## src/rtl/md_pad_scanner.sv

```systemverilog
// DB9 joystick port scanner for plain Atari-style sticks and Mega Drive
// 3/6-button pads. Runs the 8-phase SELECT sequence once per frame, samples
// each phase on its last cycle, and commits a frame-atomic snapshot at the
// end of PH7.
//
// state | meaning
// ------+-------------------------------------------------------------
// IDLE  | select high between frames so the pad's internal counter resets
// PH0   | select high; sample U, D, L, R, B (pin6), C (pin9)
// PH1   | select low; sample A (pin6), Start (pin9); L=R=0 flags an MD pad
// PH2   | select high; no sampling
// PH3   | select low; no sampling
// PH4   | select high; no sampling
// PH5   | select low; U=D=L=R=0 flags a 6-button pad
// PH6   | select high; sample Z/Y/X/Mode on up/down/left/right
// PH7   | select low; commit snapshot on exit, then back to IDLE

module md_pad_scanner #(
    parameter int PHASE_CYCLES = 280,
    parameter int IDLE_CYCLES  = 56000
) (
    input  logic       clk,
    input  logic       rst,
    input  logic [5:0] joy_raw,
    output logic       joy_select,
    output logic [5:0] joy_out,
    output logic       joy_start,
    output logic       joy_a,
    output logic [3:0] joy_xyzm,
    output logic       is_md,
    output logic       is_6button,
    output logic       frame_done
);

    typedef enum logic [3:0] {
        S_IDLE,
        S_PH0,
        S_PH1,
        S_PH2,
        S_PH3,
        S_PH4,
        S_PH5,
        S_PH6,
        S_PH7
    } state_t;

    localparam logic [16:0] PHASE_LOAD = 17'(PHASE_CYCLES - 1);
    localparam logic [16:0] IDLE_LOAD  = 17'(IDLE_CYCLES - 1);

    state_t      state;
    logic [16:0] cnt;
    logic [5:0]  sync1;
    logic [5:0]  sync2;

    // Shadow registers hold this frame's samples until the commit.
    logic [5:0]  sh_std;
    logic        sh_a;
    logic        sh_start;
    logic [3:0]  sh_xyzm;
    logic        md_flag;
    logic        six_flag;

    // Two-flop synchroniser for the asynchronous pad pins (idle level is high).
    always_ff @(posedge clk) begin
        if (rst) begin
            sync1 <= 6'h3F;
            sync2 <= 6'h3F;
        end else begin
            sync1 <= joy_raw;
            sync2 <= sync1;
        end
    end

    // Phase sequencer: down-counter per state, sample on the terminal count,
    // drive SELECT for the state being entered, commit on PH7 exit.
    always_ff @(posedge clk) begin
        if (rst) begin
            state      <= S_IDLE;
            cnt        <= IDLE_LOAD;
            joy_select <= 1'b1;
            sh_std     <= 6'h3F;
            sh_a       <= 1'b1;
            sh_start   <= 1'b1;
            sh_xyzm    <= 4'hF;
            md_flag    <= 1'b0;
            six_flag   <= 1'b0;
            joy_out    <= 6'h3F;
            joy_start  <= 1'b1;
            joy_a      <= 1'b1;
            joy_xyzm   <= 4'hF;
            is_md      <= 1'b0;
            is_6button <= 1'b0;
            frame_done <= 1'b0;
        end else begin
            frame_done <= 1'b0;
            if (cnt != 17'd0) begin
                cnt <= cnt - 17'd1;
            end else begin
                cnt <= PHASE_LOAD;
                case (state)
                    S_IDLE: begin
                        state      <= S_PH0;
                        joy_select <= 1'b1;
                    end
                    S_PH0: begin
                        sh_std     <= sync2;
                        state      <= S_PH1;
                        joy_select <= 1'b0;
                    end
                    S_PH1: begin
                        sh_a       <= sync2[4];
                        sh_start   <= sync2[5];
                        md_flag    <= ~sync2[1] & ~sync2[0];
                        state      <= S_PH2;
                        joy_select <= 1'b1;
                    end
                    S_PH2: begin
                        state      <= S_PH3;
                        joy_select <= 1'b0;
                    end
                    S_PH3: begin
                        state      <= S_PH4;
                        joy_select <= 1'b1;
                    end
                    S_PH4: begin
                        state      <= S_PH5;
                        joy_select <= 1'b0;
                    end
                    S_PH5: begin
                        six_flag   <= (sync2[3:0] == 4'h0);
                        state      <= S_PH6;
                        joy_select <= 1'b1;
                    end
                    S_PH6: begin
                        sh_xyzm    <= sync2[3:0];
                        state      <= S_PH7;
                        joy_select <= 1'b0;
                    end
                    S_PH7: begin
                        joy_out    <= sh_std;
                        is_md      <= md_flag;
                        is_6button <= md_flag & six_flag;
                        joy_start  <= md_flag ? sh_start : 1'b1;
                        joy_a      <= md_flag ? sh_a : 1'b1;
                        joy_xyzm   <= (md_flag & six_flag) ? sh_xyzm : 4'hF;
                        frame_done <= 1'b1;
                        state      <= S_IDLE;
                        cnt        <= IDLE_LOAD;
                        joy_select <= 1'b1;
                    end
                    default: begin
                        state      <= S_IDLE;
                        cnt        <= IDLE_LOAD;
                        joy_select <= 1'b1;
                    end
                endcase
            end
        end
    end

endmodule

```

## config.mk

```make
export PLATFORM = sky130hd
export DESIGN_NAME = md_pad_scanner
export DESIGN_NICKNAME = d
export VERILOG_FILES = /design/src/rtl/md_pad_scanner.sv
export SDC_FILE = /design/constraint.sdc
export NUM_CORES = 1
export LEC_CHECK = 0
export CORE_MARGIN = 4
export CORE_UTILIZATION = 60
export CTS_CLUSTER_DIAMETER = 200
export CTS_CLUSTER_SIZE = 14
export DETAILED_ROUTE_END_ITERATION = 10
export PLACE_DENSITY = 0.87
export SYNTH_ARGS = -nofsm -noshare
export SYNTH_HDL_FRONTEND = slang
export SYNTH_SLANG_ARGS = --single-unit
```

## constraint.sdc

```tcl
create_clock -name clk -period 5.8 [get_ports clk]
set_input_delay 1.45 -clock clk [delete_from_list [all_inputs] [get_ports clk]]
set_output_delay 1.45 -clock clk [all_outputs]
set_load 0.005 [all_outputs]
```

==> Yosys cells after proc, flatten, opt, wreduce, memory -nomap -nowiden <==
Index checks and enable logic that the tools add are counted.
{ "classes": {"n_addsub": 1, "eq_ne": 8, "mux": 8, "bitwise": 5, "reduce_logical": 11} }
{ "ops": {"columns": ["operator", "n"], "rows": [
  ["$pmux W4 S8", 1],
  ["$mux W17", 1],
  ["$reduce_bool A17 Y1", 1],
  ["$sub A17 B1 Y17 const B", 1],
  ["$eq A4 B3 Y1 const B", 4],
  ["$mux W16", 1],
  ["$reduce_and A2 Y1", 5],
  ["$eq A4 B2 Y1 const B", 2],
  ["$logic_not A4 Y1", 2],
  ["$reduce_or A8 Y1", 1],
  ["$eq A4 B1 Y1 const B", 1],
  ["$eq A4 B4 Y1 const B", 1],
  ["$mux W1", 4],
  ["$mux W4", 1],
  ["$reduce_or A4 Y1", 1],
  ["$not A1 Y1", 3],
  ["$and A1 B1 Y1", 2],
  ["$reduce_or A2 Y1", 1]
]} }
{ "word_totals": {"regBits": 63, "in_bits": 8, "output_inout_bits": 16, "wordCells": 51} }

==> Depth between registers and ports, before layout <==
Gate-level depths: netlist (run 1).
{ "logic_depth": {"word_depth": 4, "depth_mapped": 8, "ltp_nobuf": 6} }

==> Worst setup path after synthesis (run 1) <==
No wires, ideal clock.
{ "synth_timing": {"path_type": "input-to-reg", "startpoint": "input port rst", "endpoint": "register joy_out[0]", "setup_time_ns": 0.072, "arrival_time_ns": 2.181, "required_ns": 5.728, "slack_ns": 3.547, "stages": 4, "path_buffers": 2, "cell_sequence": "clkbuf_1 clkbuf_1 nor2_1 mux2i_1"} }
{ "synth_lines": {"columns": ["item", "line_no", "source"], "rows": [
  ["from (decl)", "23", "input logic rst,"],
  ["to (signal assigned)", "140", "joy_out <= sh_std;"],
  ["to (decl)", "26", "output logic [5:0] joy_out,"]
]} }

==> Worst setup path after layout (run 1) <==
{ "layout_timing": {"startpoint": "register cnt[0]", "endpoint": "register joy_out[1]"} }
{ "layout_via": {"elab_chain_cells": 3} }
{ "layout_lines": {"columns": ["item", "line_no", "source"], "rows": [
  ["from (decl)", "51", "logic [16:0] cnt;"],
  ["from (signal assigned)", "97", "cnt <= cnt - 17'd1;"],
  ["$reduce_bool A17 Y1", "96", "if (cnt != 17'd0) begin"],
  ["$not A1 Y1 (no source line)", null, null],
  ["$reduce_and A2 Y1 (no source line)", null, null]
]} }
No other way between the ends.
A chain may end at the register's enable or synchronous reset.

==> metrics, run 1 <==
Mapped Nets about 280; Max-Cap Viols 0; EDFF count, synth 0; status finished, final reports clean; die height between 70 and 80 um; Ant. Diodes 0; depth of the worst hold-timing path 1; data required time of the critical path about 6100 ps; Worst setup SP type register; Cell Area, Synth between 2000 and 3000 um2; CTS H-Tree Depth 3; via-per-instance ratio 5.818; internal power ~0.70 mW; highest-count cells in the layout ignoring fill and taps 63 x dfxtp_1, 38 x nor2_1, 29 x mux2i_1, 22 x clkdlybuf4s50_1; most common cell after layout, fill and taps aside dfxtp_1; latest clock arrival within the worst-skew pair about 340 ps; pwr dens just under 300 nW/um2; crit path kind reg2reg; aggregate negative setup slack 0 ps; first-pass GRT wire length ~8500 um; CP Data Arrival Time between 3000 and 4000 ps; Gates resized, CTS repair 0; TritonCTS Buffers 9; placed cell area roughly 2800 um2; top cell family by delay on the critical path simple AND/OR/NAND/NOR gates; grt total ovfl 0; Final nets ~300; area of the core between 4000 and 5000 um2; critical-path cell list inv_1 > ha_1 > or3b_4 > or2_2 > nor3_2 > buf_4 > mux2i_1; Gate power share 0.023; clk_skew around 11 ps; Clock Tree Buf Depth 2; synth unique cells 44; sequential power share 0.501; global-route track usage on met2 0.3563; crit-path max FO 15; Row Count 23; post-CTS setup buffers 0; area of the multi-input gates approximately 1200 um2; Clock Power Share 0.476; number of synthesis warnings 0; pin count of the biggest net entering global routing 68; global routing's busiest layer met2; worst min path class reg2reg; most area-consuming cells after synthesis dfxtp_1 49%, mux2i_1 11%, nor2_1 5.5%; min cycle time layout 2752 ps; Layout fillers approximately 300; largest area contributor in the synthesized netlist dfxtp_1; vias in the first global route about 1.9k; CTS Hold Bufs 0; Syn Inst Count 273; fin. max-slew vios 0; Psw between 0.15 and 0.2 mW; CP max stage delay roughly 660 ps; final WL ~5100 um; min-delay src sync1[0]; FF-to-FF End joy_out[1]; gpl congestion between 0.7 and 0.8; sw frac 0.2040; Clock transition at path regs 70 ps; Finish-stage setup viols 0; Worst path slowest cell nor3_2; IO Port Bufs 23; slew margin rel. 0.1675; root buf cell clkbuf_8; Starting Density 0.6326; Leak Pwr around 1 nW; final worst-path cycle share 0.4744; met1 GRT Util 0.2318; Post-synth top flop dfxtp_1; initial antenna violation count 0; total track usage 0.2053; worst-case vdd ir drop between 0.0002 and 0.00025 V; antenna-violating nets left 0; FF/Latch Area between 1000 and 1500 um2; Worst Path Buf+Inv 2; clock sink total between 60 and 70; DR vias ~2.0k; WHS Endpoint sync2[0]; Reg2Reg Setup Slack roughly 3000 ps; sequential share of the synthesized area 0.4879; initial DRC count ~110; unrepaired setup endpoints after global routing no; CTS tree done; Design Area, Final 3040 um2; die area ~5400 um2; IO Count 24; Residual DRC 0; Worst R2R Start cnt[0]; Die X approximately 74 um; TritonRoute pass-1 iters 4; post-synth top area share 0.4879; Final Hold Fails 0; proportion of layout cells with a drive suffix above 1 0.1313; FF+latch count, synth between 60 and 70; Avg WL per Cell approximately 15 um; Worst Tran Pin Value roughly 1200 ps; P&R area growth vs syn 17.62%; Detail Placement HPWL approximately 3400 um; R2R depth 7; global-route met3 utilization 0.05882; post-synthesis async set-or-reset flop share 0; crit end category register; maximum clock frequency roughly 0.36 GHz; Post-Syn Area per Cell approximately 9.5 um2
power groups by stage:
stage,logic (mW),registers (mW),clock network [mW]
2_1_floorplan,0.0134,0.450,0
3_5_place_dp,0.0202,0.451,0
4_1_cts,0.0202,0.441,0.426
6_report,0.0201,0.441,0.419
3_3_place_gp,0.0195,0.451,0
5_1_grt,0.0227,0.441,0.444
routing by layer:
layer	part of all wire	up-vias
li1	-	1021
met1	0.42	946
met2	0.52	43
met3	0.043	9
met4	0.015	0
met5	0	-
synthesized netlist by cell type (2+ instances only):
library cell   n
dfxtp_1       63
nor2_1        38
mux2i_1       29
nand2_1       14
or2_2         14
clkbuf_1      13
nor3_1        12
or3_1          9
a21oi_1        8
o21ai_0        8
or4_1          6
a21o_1         5
nor4_1         5
inv_1          3
o311ai_0       3
o31ai_1        3
xnor2_1        3
xor2_1         3
and3_1         2
buf_2          2
nand3_1        2
nand4_1        2
nor3_2         2
nor3b_1        2
o211ai_1       2
o41ai_1        2
state kept, by name, indices dropped and copies added, names as in the netlist:
name / cells
cnt: 17
frame_done: 1
is_6button: 1
is_md: 1
joy_a: 1
joy_out: 6
joy_select: 1
joy_start: 1
joy_xyzm: 4
md_flag: 1
sh_a: 1
sh_start: 1
sh_std: 6
sh_xyzm: 4
six_flag: 1
state: 4
sync1: 6
sync2: 6
kinds of logic after synthesis:
logic type	Yosys count	synth area share
multiplexers	29	0.1123
AO/OA/AOI/OAI	36	0.09149
flip-flops	63	0.4879
AND/OR/NAND/NOR	118	0.2517
adder cells (fa/ha/maj)	1	0.004839
buffers and inverters	20	0.03146
XOR/XNOR	6	0.02033
worst register-to-register path, cell delays in order, from the launching register on:
cell and delay (ps):
dfxtp_1 340, inv_1 70, ha_1 180, or3b_4 480, or2_2 420, nor3_2 670
buf_4 320, mux2i_1 200
worst max-delay path by stage:
| stage | cells after the start | endpoint | start |
|---|---|---|---|
| global placement | 5 | state[2] | rst |
| floorplan | 4 | joy_out[0] | rst |
| detailed placement | 5 | state[2] | rst |
| CTS | 7 | joy_out[0] | cnt[0] |
| global route | 7 | joy_xyzm[2] | cnt[0] |
| finish | 7 | joy_out[1] | cnt[0] |
through the flow:
stage | cells | setup slack, ps | power (mW) | hold slack, ps | util
final | 347 | 3048 | 0.8804 | 411.0 | 0.7440
after global routing | 347 | 2927 | 0.9078 | 414.6 | 0.7440
after CTS | 347 | 3023 | 0.8877 | 409.1 | 0.7440
after detailed placement | 331 | 2984 | 0.4712 | 392.8 | 0.6895
after global placement | 331 | 3008 | 0.4702 | 390.9 | 0.6895
after floorplan | 273 | 3547 | 0.4635 | 389.5 | -
layout make-up:
cell class / instances / share of cell area
Sequential cell: 63 / 0.4148
Timing Repair Buffer: 25 / 0.07901
Clock inverter: 5 / 0.02675
Inverter: 3 / 0.003704
Multi-Input combinational cell: 190 / 0.4086
Tap cell: 50 / 0.02058
Clock buffer: 11 / 0.04650
Note: power is estimated with default switching activity, not from simulation.
==> inputs of run 2 (changes only) <==
--- a/config.mk
+++ b/config.mk
@@ -6,11 +6,11 @@
 export NUM_CORES = 1
 export LEC_CHECK = 0
 export CORE_MARGIN = 4
-export CORE_UTILIZATION = 60
+export CORE_UTILIZATION = 51
 export CTS_CLUSTER_DIAMETER = 200
 export CTS_CLUSTER_SIZE = 14
 export DETAILED_ROUTE_END_ITERATION = 10
-export PLACE_DENSITY = 0.87
+export PLACE_DENSITY = 0.79
 export SYNTH_ARGS = -nofsm -noshare
 export SYNTH_HDL_FRONTEND = slang
 export SYNTH_SLANG_ARGS = --single-unit
==> constraint.sdc (replaced) <==
create_clock -name clk -period 2.4 [get_ports clk]
set_input_delay 0.6 -clock clk [delete_from_list [all_inputs] [get_ports clk]]
set_output_delay 0.6 -clock clk [all_outputs]
set_load 0.005 [all_outputs]
==> run 2 against run 1 <==
Net effect:
- flip-flop and latch count is the same
- combinational power increased by 140%
- wire length up 1.8%
- clock skew shrank 5.7 ps
- die area up 16%
- maximum frequency rose by 24%
- count of clock-buffer cells in the layout unchanged
- via count increased by 1.4%
- global-route usage decreased by 1.9 points
- first-iteration DRC count increased by 9.9%
- worst setup slack got worse by 2900 ps
- core utilization shrank 10 points
- critical path type unchanged
- largest cell class unchanged
- highest routed layer unchanged
==> metrics, run 2 (synthesized netlist as in run 1, its figures left out) <==
status finished, final reports clean (unchanged); aggregate negative setup slack 0 ps (unchanged); worst min path class reg2reg (unchanged); initial antenna violation count 0 (unchanged); CTS H-Tree Depth 3 (unchanged); min cycle time layout 2218 ps (was 2752 ps); data required time of the critical path 2630 ps (was 6060 ps); area of the core 4817 um2 (was 4086 um2); TritonCTS Buffers 9 (unchanged); Clock Tree Buf Depth 2 (unchanged); crit path kind reg2reg (unchanged); final worst-path cycle share 0.9241 (was 0.4744); Worst Tran Pin Value 458.5 ps (was 1237 ps); proportion of layout cells with a drive suffix above 1 0.1569 (was 0.1313); crit-path max FO 7 (was 15); Clock transition at path regs 70 ps (about the same); pin count of the biggest net entering global routing 52 (was 68); pwr dens 637.9 nW/um2 (was 289.6 nW/um2); clk_skew 5.115 ps (was 10.80 ps); Avg WL per Cell 13.89 um (was 14.67 um); CP Data Arrival Time 2450 ps (was 3010 ps); placed cell area 2914 um2 (was 2818 um2); fin util 0.6426 (was 0.7440); fin. max-slew vios 0 (unchanged); clock sink total 63 (unchanged); maximum clock frequency 0.4509 GHz (was 0.3634 GHz); latest clock arrival within the worst-skew pair 340 ps (about the same); P&R area growth vs syn 19.75% (was 17.62%); Leak Pwr 1.024 nW (was 0.9907 nW); TritonRoute pass-1 iters 4 (unchanged); Final nets 311 (was 301); slew margin rel. 0.6943 (was 0.1675); die height 79.20 um (was 73.64 um); Tot Pwr 1.975 mW (was 0.8804 mW); die area 6272 um2 (was 5422 um2); Design Area, Final 3095 um2 (was 3040 um2); setup ws final 182.1 ps (was 3048 ps); Layout Cells excl Fill 373 (was 347); first-pass GRT wire length 9087 um (was 8473 um); vias in the first global route 1,934 (was 1,916); unrepaired setup endpoints after global routing no (unchanged); final WL 5181 um (was 5091 um); highest-count cells in the layout ignoring fill and taps 63 x dfxtp_1, 38 x nor2_1, 29 x mux2i_1, 22 x clkdlybuf4s50_1 (unchanged); Post-Place Cells 358 (was 331); via-per-instance ratio 5.491 (was 5.818); Row Count 25 (was 23); Residual DRC 0 (unchanged); DR vias 2,048 (was 2,019); CTS Hold Bufs 0 (unchanged); antenna-violating nets left 0 (unchanged); root buf cell clkbuf_8 (unchanged); Largest Register cnt (unchanged); Max-Cap Viols 0 (unchanged); Worst setup SP type register (unchanged); Detail Placement HPWL 3531 um (was 3411 um); worst-case vdd ir drop 0.0004390 V (was 0.0002012 V); CTS tree done (unchanged); crit end category register (unchanged); Ant. Diodes 0 (unchanged); gpl congestion 0.8739 (was 0.7556); IO Count 24 (unchanged); grt total ovfl 0 (unchanged); most common cell after layout, fill and taps aside dfxtp_1 (unchanged); Gates resized, CTS repair 0 (unchanged); Die X 79.20 um (was 73.64 um); Starting Density 0.5366 (was 0.6326); Placement Setup Slack 100.0 ps (was 2984 ps); max reg flops 17 (unchanged); IO Port Bufs 23 (unchanged); post-CTS setup buffers 0 (unchanged); total track usage 0.1863 (was 0.2053); Finish-stage setup viols 0 (unchanged); initial DRC count 122 (was 111); Hold WS 406.3 ps (was 411.0 ps); Final Hold Fails 0 (unchanged)
## run 2: worst paths after layout
check | from | end | slack (ps) | cells past startpoint
max | cnt[0] | six_flag | 180 | 6
min | sync1[0] | sync2[0] | 410 | 1
max reg2reg | cnt[0] | six_flag | 180 | 6
min reg2reg | sync1[0] | sync2[0] | 410 | 1
## run 2: layout make-up
type,count,area (um2)
tap,67,83.83
timing repair buffer,35,315.3
inverter,3,11.26
clock buffer,11,131.4
multi-input combinational,190,1245
sequential,63,1261
clock inverter,4,47.55
fill,423,1722
## run 2: per-layer routing
| layer | GRT usage | share of wire | vias to the layer above |
|---|---|---|---|
| li1 | - | - | 1029 |
| met1 | 0.2315 | 0.46 | 954 |
| met2 | 0.2862 | 0.48 | 50 |
| met3 | 0.06803 | 0.044 | 15 |
| met4 | 0.08763 | 0.022 | 0 |
| met5 | 0 | 0 | - |
## run 2: critical path: stages, from the launching register on
cell and delay (ps):
dfxtp_1 330, inv_1 60, ha_1 170, or3b_4 430, or3_1 450, or4_1 520
mux2i_1 130
## run 2: power by group
part / internal (mW) / leakage, nW / switching (mW)
Combinational: 0.0216 / 0.422 / 0.0268
Clock: 0.470 / 0.0892 / 0.390
Sequential: 1.06 / 0.512 / 0.00646
==> inputs of run 3 (changes only) <==
--- a/config.mk
+++ b/config.mk
@@ -6,11 +6,11 @@
 export NUM_CORES = 1
 export LEC_CHECK = 0
 export CORE_MARGIN = 4
-export CORE_UTILIZATION = 51
+export CORE_UTILIZATION = 60
 export CTS_CLUSTER_DIAMETER = 200
 export CTS_CLUSTER_SIZE = 14
 export DETAILED_ROUTE_END_ITERATION = 10
-export PLACE_DENSITY = 0.79
+export PLACE_DENSITY = 0.87
 export SYNTH_ARGS = -nofsm -noshare
 export SYNTH_HDL_FRONTEND = slang
 export SYNTH_SLANG_ARGS = --single-unit
==> constraint.sdc (replaced) <==
create_clock -name clk -period 2.8 [get_ports clk]
set_input_delay 0.7 -clock clk [delete_from_list [all_inputs] [get_ports clk]]
set_output_delay 0.7 -clock clk [all_outputs]
set_load 0.005 [all_outputs]
==> run 3 against run 2 <==
Net effect:
- cell count is 6.4% lower
- combinational power shrank 14%
- largest cell class unchanged
- clock power decreased by 8.6%
- power decreased by 12%
- highest routed layer unchanged
- final area decreased by 2.1%
- first-iteration DRC count up 0.82%
- sequential power shrank 15%
==> metrics, run 3 (synthesized netlist as in run 1, its figures left out) <==
status finished, final reports clean (unchanged); depth of the worst hold-timing path 1 (unchanged); proportion of layout cells with a drive suffix above 1 0.1371 (was 0.1569); max reg flops 17 (unchanged); Max-Cap Viols 0 (unchanged); post-CTS setup buffers 0 (unchanged); pwr dens 574.9 nW/um2 (was 637.9 nW/um2); gpl congestion 0.8415 (was 0.8739); vias in the first global route 2,012 (was 1,934); CTS tree done (unchanged); clk_skew 8.772 ps (was 5.115 ps); clock sink total 63 (unchanged); aggregate negative setup slack 0 ps (unchanged); Clock transition at path regs 70 ps (about the same); initial antenna violation count 0 (unchanged); crit path launch cnt[0] (unchanged); Final Hold Fails 0 (unchanged); area of the core 4086 um2 (was 4817 um2); maximum clock frequency 0.4167 GHz (was 0.4509 GHz); Residual DRC 0 (unchanged); crit path kind reg2reg (unchanged); CTS H-Tree Depth 3 (unchanged); worst min path class reg2reg (unchanged); Reg2Reg Setup Slack 400 ps (was 180 ps); root buf cell clkbuf_8 (unchanged); Starting Density 0.6326 (was 0.5366); Worst Tran Pin Value 555.7 ps (was 458.5 ps); slew margin rel. 0.6295 (was 0.6943); data required time of the critical path 3070 ps (was 2630 ps); grt total ovfl 0 (unchanged); Layout fillers 299 (was 423); R2R depth 6 (unchanged); crit-path max FO 15 (was 7); Final nets 303 (was 311); IO Port Bufs 23 (unchanged); setup ws final 400.2 ps (was 182.1 ps); Ant. Diodes 0 (unchanged); Finish-stage setup viols 0 (unchanged); crit end category register (unchanged); initial DRC count 123 (was 122); final worst-path cycle share 0.8571 (was 0.9241); IO Count 24 (unchanged); die area 5422 um2 (was 6272 um2); TritonCTS Buffers 9 (unchanged); Gates resized, CTS repair 0 (unchanged); final WL 5271 um (was 5181 um); DR vias 2,047 (was 2,048); die height 73.64 um (was 79.20 um); most common cell after layout, fill and taps aside dfxtp_1 (unchanged); Worst R2R Start cnt[0] (unchanged); antenna-violating nets left 0 (unchanged); min cycle time layout 2400 ps (was 2218 ps); TritonRoute pass-1 iters 4 (unchanged); fin. max-slew vios 0 (unchanged); first-pass GRT wire length 8935 um (was 9087 um); latest clock arrival within the worst-skew pair 340 ps (about the same); Die X 73.64 um (was 79.20 um); CTS Hold Bufs 0 (unchanged); Hold WS 402.9 ps (was 406.3 ps); P&R area growth vs syn 17.28% (was 19.75%); Largest Register cnt (unchanged); worst-case vdd ir drop 0.0004643 V (was 0.0004390 V); unrepaired setup endpoints after global routing no (unchanged); crit path capture sh_std[0] (was six_flag); Clock Tree Buf Depth 2 (unchanged); via-per-instance ratio 5.865 (was 5.491); Placement Setup Slack 435.6 ps (was 100.0 ps); CP Data Arrival Time 2670 ps (was 2450 ps); highest-count cells in the layout ignoring fill and taps 63 x dfxtp_1, 38 x nor2_1, 29 x mux2i_1, 22 x clkdlybuf4s50_1 (unchanged); FF-to-FF End sh_std[0] (was six_flag); Leak Pwr 0.9824 nW (was 1.024 nW); pin count of the biggest net entering global routing 38 (was 52); Worst setup SP type register (unchanged); Row Count 23 (was 25); total track usage 0.2199 (was 0.1863); Detail Placement HPWL 3661 um (was 3531 um); Avg WL per Cell 15.10 um (was 13.89 um)
## run 3: how the worst min path moves through the flow
| stage | start | end | slack, ps |
|---|---|---|---|
| after floorplan | sync1[0] | sync2[0] | 390 |
| after global placement | sync1[0] | sync2[0] | 390 |
| after detailed placement | sync1[5] | sync2[5] | 400 |
| after CTS | sync1[1] | sync2[1] | 410 |
| after global routing | sync1[1] | sync2[1] | 420 |
| final | sync1[1] | sync2[1] | 400 |
## run 3: area by class of cell
cell class	count	area [um2]	share of cell area
Clock buffer	11	141.4	0.04664
Timing Repair Buffer	27	255.2	0.08419
Sequential cell	63	1261	0.4160
Clock inverter	5	57.56	0.01898
Inverter	3	11.26	0.003714
Tap cell	50	62.56	0.02064
Multi-Input combinational cell	190	1242	0.4098
## run 3: stage by stage
| stage | area, um2 | cells | utilization | power (mW) |
|---|---|---|---|---|
| floorplan | 2585 | 273 | - | 0.9601 |
| global route | 3032 | 349 | 0.7419 | 1.801 |
| finish | 3032 | 349 | 0.7419 | 1.743 |
| detailed placement | 2833 | 333 | 0.6932 | 0.9767 |
| global placement | 2833 | 333 | 0.6932 | 0.9746 |
| CTS | 3032 | 349 | 0.7419 | 1.758 |
## run 3: power by group
part	internal, mW	total (mW)	switching [mW]
sequential	0.908	0.914	0.00618
clock	0.433	0.787	0.354
combinational	0.0185	0.0419	0.0235
total	1.36	1.74	0.383
## run 3: worst max-delay path, stage by stage, from the launching register on
cell	delay (ps)
dfxtp_1	350
inv_1	70
ha_1	170
or3b_4	470
or3_1	480
nor4_4	530
mux2i_1	270
## run 3: metal layers
layer | wire length, um | vias to the layer above | global-route usage
met3 | 277 | 12 | 0.09576
met1 | 2202 | 973 | 0.2466
met5 | 0 | - | 0
met4 | 128 | 0 | 0.1066
met2 | 2663 | 49 | 0.3553
li1 | - | 1013 | -
==> variant, RTL diff (settings of run 3) <==
Put one more register stage on the output `joy_start`, without a reset. The value now appears one clock later. The other outputs are not delayed to match.
--- a/src/rtl/md_pad_scanner.sv
+++ b/src/rtl/md_pad_scanner.sv
@@ -47,6 +47,8 @@
     localparam logic [16:0] PHASE_LOAD = 17'(PHASE_CYCLES - 1);
     localparam logic [16:0] IDLE_LOAD  = 17'(IDLE_CYCLES - 1);
 
+    logic joy_start_s0;
+
     state_t      state;
     logic [16:0] cnt;
     logic [5:0]  sync1;
@@ -85,7 +87,7 @@
             md_flag    <= 1'b0;
             six_flag   <= 1'b0;
             joy_out    <= 6'h3F;
-            joy_start  <= 1'b1;
+            joy_start_s0 <= 1'b1;
             joy_a      <= 1'b1;
             joy_xyzm   <= 4'hF;
             is_md      <= 1'b0;
@@ -140,7 +142,7 @@
                         joy_out    <= sh_std;
                         is_md      <= md_flag;
                         is_6button <= md_flag & six_flag;
-                        joy_start  <= md_flag ? sh_start : 1'b1;
+                        joy_start_s0 <= md_flag ? sh_start : 1'b1;
                         joy_a      <= md_flag ? sh_a : 1'b1;
                         joy_xyzm   <= (md_flag & six_flag) ? sh_xyzm : 4'hF;
                         frame_done <= 1'b1;
@@ -158,5 +160,9 @@
         end
     end
 
+    always_ff @(posedge clk) begin
+        joy_start <= joy_start_s0;
+    end
+
 endmodule
 
Behaviour: not the same (Yosys sat finds a counterexample within 4 cycles, from zero or initial values and one cycle with rst high).
==> variant against run 3 <==
  * Sequential power is 2% higher
  * Via count down 0.44%
  * Worst setup slack improved by 61 ps
  * Sequential share of layout area up 0.26 points
  * Non-clock buffer count rose by 2
  * Area after synthesis grew 0.77%
  * Sequential cell count grew 1
  * Total power fell by 1.4%
  * Final area rose by 0.95%
  * Largest cell class unchanged
  * Wire length increased by 1.5%
==> variant: results <==
group,metric,value,unit
setup_path,reg2reg_to,"sh_std[5]",
timing,worst_slew_pin_slew,550,ps
synth,ys_top_cells_by_area,"dfxtp_1 49%, mux2i_1 11%, nor2_1 5.5%, or2_2 3.4%, nor3_1 2.3%",
setup_path,max_stage_delay,520,ps
worst_hold_path,min-delay-start,"joy_start_s0",
timing,worst_clock_skew,7.38,ps
worst_hold_path,whs_endpoint,"joy_start",
detailed_routing,initialDrtViolationCount,155,
status,status,"finished clean",
timing,fin_hold_ws,357,ps
place,hpwl,3650,um
finish,drive_above_1_share,14.6,%
place,dpl_cell_area,2870,sq um
synth,syn-num-nets,283,
place,routabilityCongestion,0.787,
detailed_routing,dr_total_vias,2038,
power,vdd_drop_max,0.446,mV
setup_path,cp_max_fo,15,
finish,fill_cells,289,
global_routing,grt_max_degree,26,
synth,yosys-top-cells-count,"64 x dfxtp_1, 38 x nor2_1, 29 x mux2i_1",
setup_path,r2r-start,"cnt[0]",
setup_path,crit_arrival,2610,ps
synth,async_reset_ff_share,0,%
power,leakage,1.00,nW
place,port_buffers,23,
worst_hold_path,whs_path_depth,0,
global_routing,grt_use_total,21.9,%
detailed_routing,routed_wl,5350,um
synth,ys_seq_area_share,49.2,%
global_routing,grt_pass1_wl,8990,um
finish,final_net_count,306,
setup_path,ff2ff_setup_slack,460,ps
clocking,cts_root_buffer,"clkbuf_8",
global_routing,first_global_vias,2008,
variant: changes by cell type after synthesis, sizes merged:
cell / change
dfxtp: +1
variant: critical path, delay by kind of cell, from the launching register on:
| family | cells | cell delay (ps) |
|---|---|---|
| AND/OR/NAND/NOR | 3 | 1450 |
| flip-flops | 1 | 340 |
| multiplexers | 1 | 250 |
| adder cells (fa/ha/maj) | 1 | 160 |
| buffers and inverters | 1 | 60 |
variant: cells by family after synthesis:
kind of cell / after synthesis / share of synthesized area (%)
buf+inv: 20 / 3.12
flops: 64 / 49.2
fa+ha+maj: 1 / 0.480
simple gates: 118 / 25.0
compound gates: 36 / 9.08
mux: 29 / 11.1
xor+xnor: 6 / 2.02
variant: stage by stage:
step | instances | setup WS (ps) | utilization (%)
6_report | 352 | 461 | 74.9
5_1_grt | 352 | 310 | 74.9
4_1_cts | 352 | 447 | 74.9
3_5_place_dp | 336 | 454 | 70.2
3_3_place_gp | 336 | 536 | 70.2
2_1_floorplan | 274 | 708 | -
variant: cell type report:
type | count | area, sq um | share of cell area (%)
Sequential cell | 64 | 1280 | 41.9
Multi-Input combinational cell | 190 | 1240 | 40.6
Timing Repair Buffer | 29 | 270 | 8.83
Clock buffer | 12 | 165 | 5.40
Tap cell | 50 | 62.6 | 2.04
Clock inverter | 4 | 27.5 | 0.899
Inverter | 3 | 11.3 | 0.368
variant: power breakdown:
group          switching (mW)  leakage, nW  internal [mW]
Combinational          0.0241        0.389         0.0194
Sequential            0.00673        0.521          0.922
Clock                   0.356       0.0906          0.392
Total                   0.386         1.00           1.33
variant: metal layers:
layer  vias up  track usage [%]  part of all wire (%)
met5         -                0                     0
met1       953             27.1                    45
met2        48             35.2                    49
met4         0             12.5                   2.2
met3        11             4.51                   4.1
li1       1026                -                     -
variant: how the worst max path moves through the flow:
stage	start	end	slack, ps	depth (start not counted)
after floorplan	cnt[0]	six_flag	710	7
after global placement	cnt[0]	sh_std[2]	540	6
after detailed placement	cnt[0]	sh_std[1]	450	6
after CTS	cnt[0]	sh_std[1]	450	6
after global routing	cnt[0]	sh_xyzm[2]	310	6
final	cnt[0]	sh_std[5]	460	6
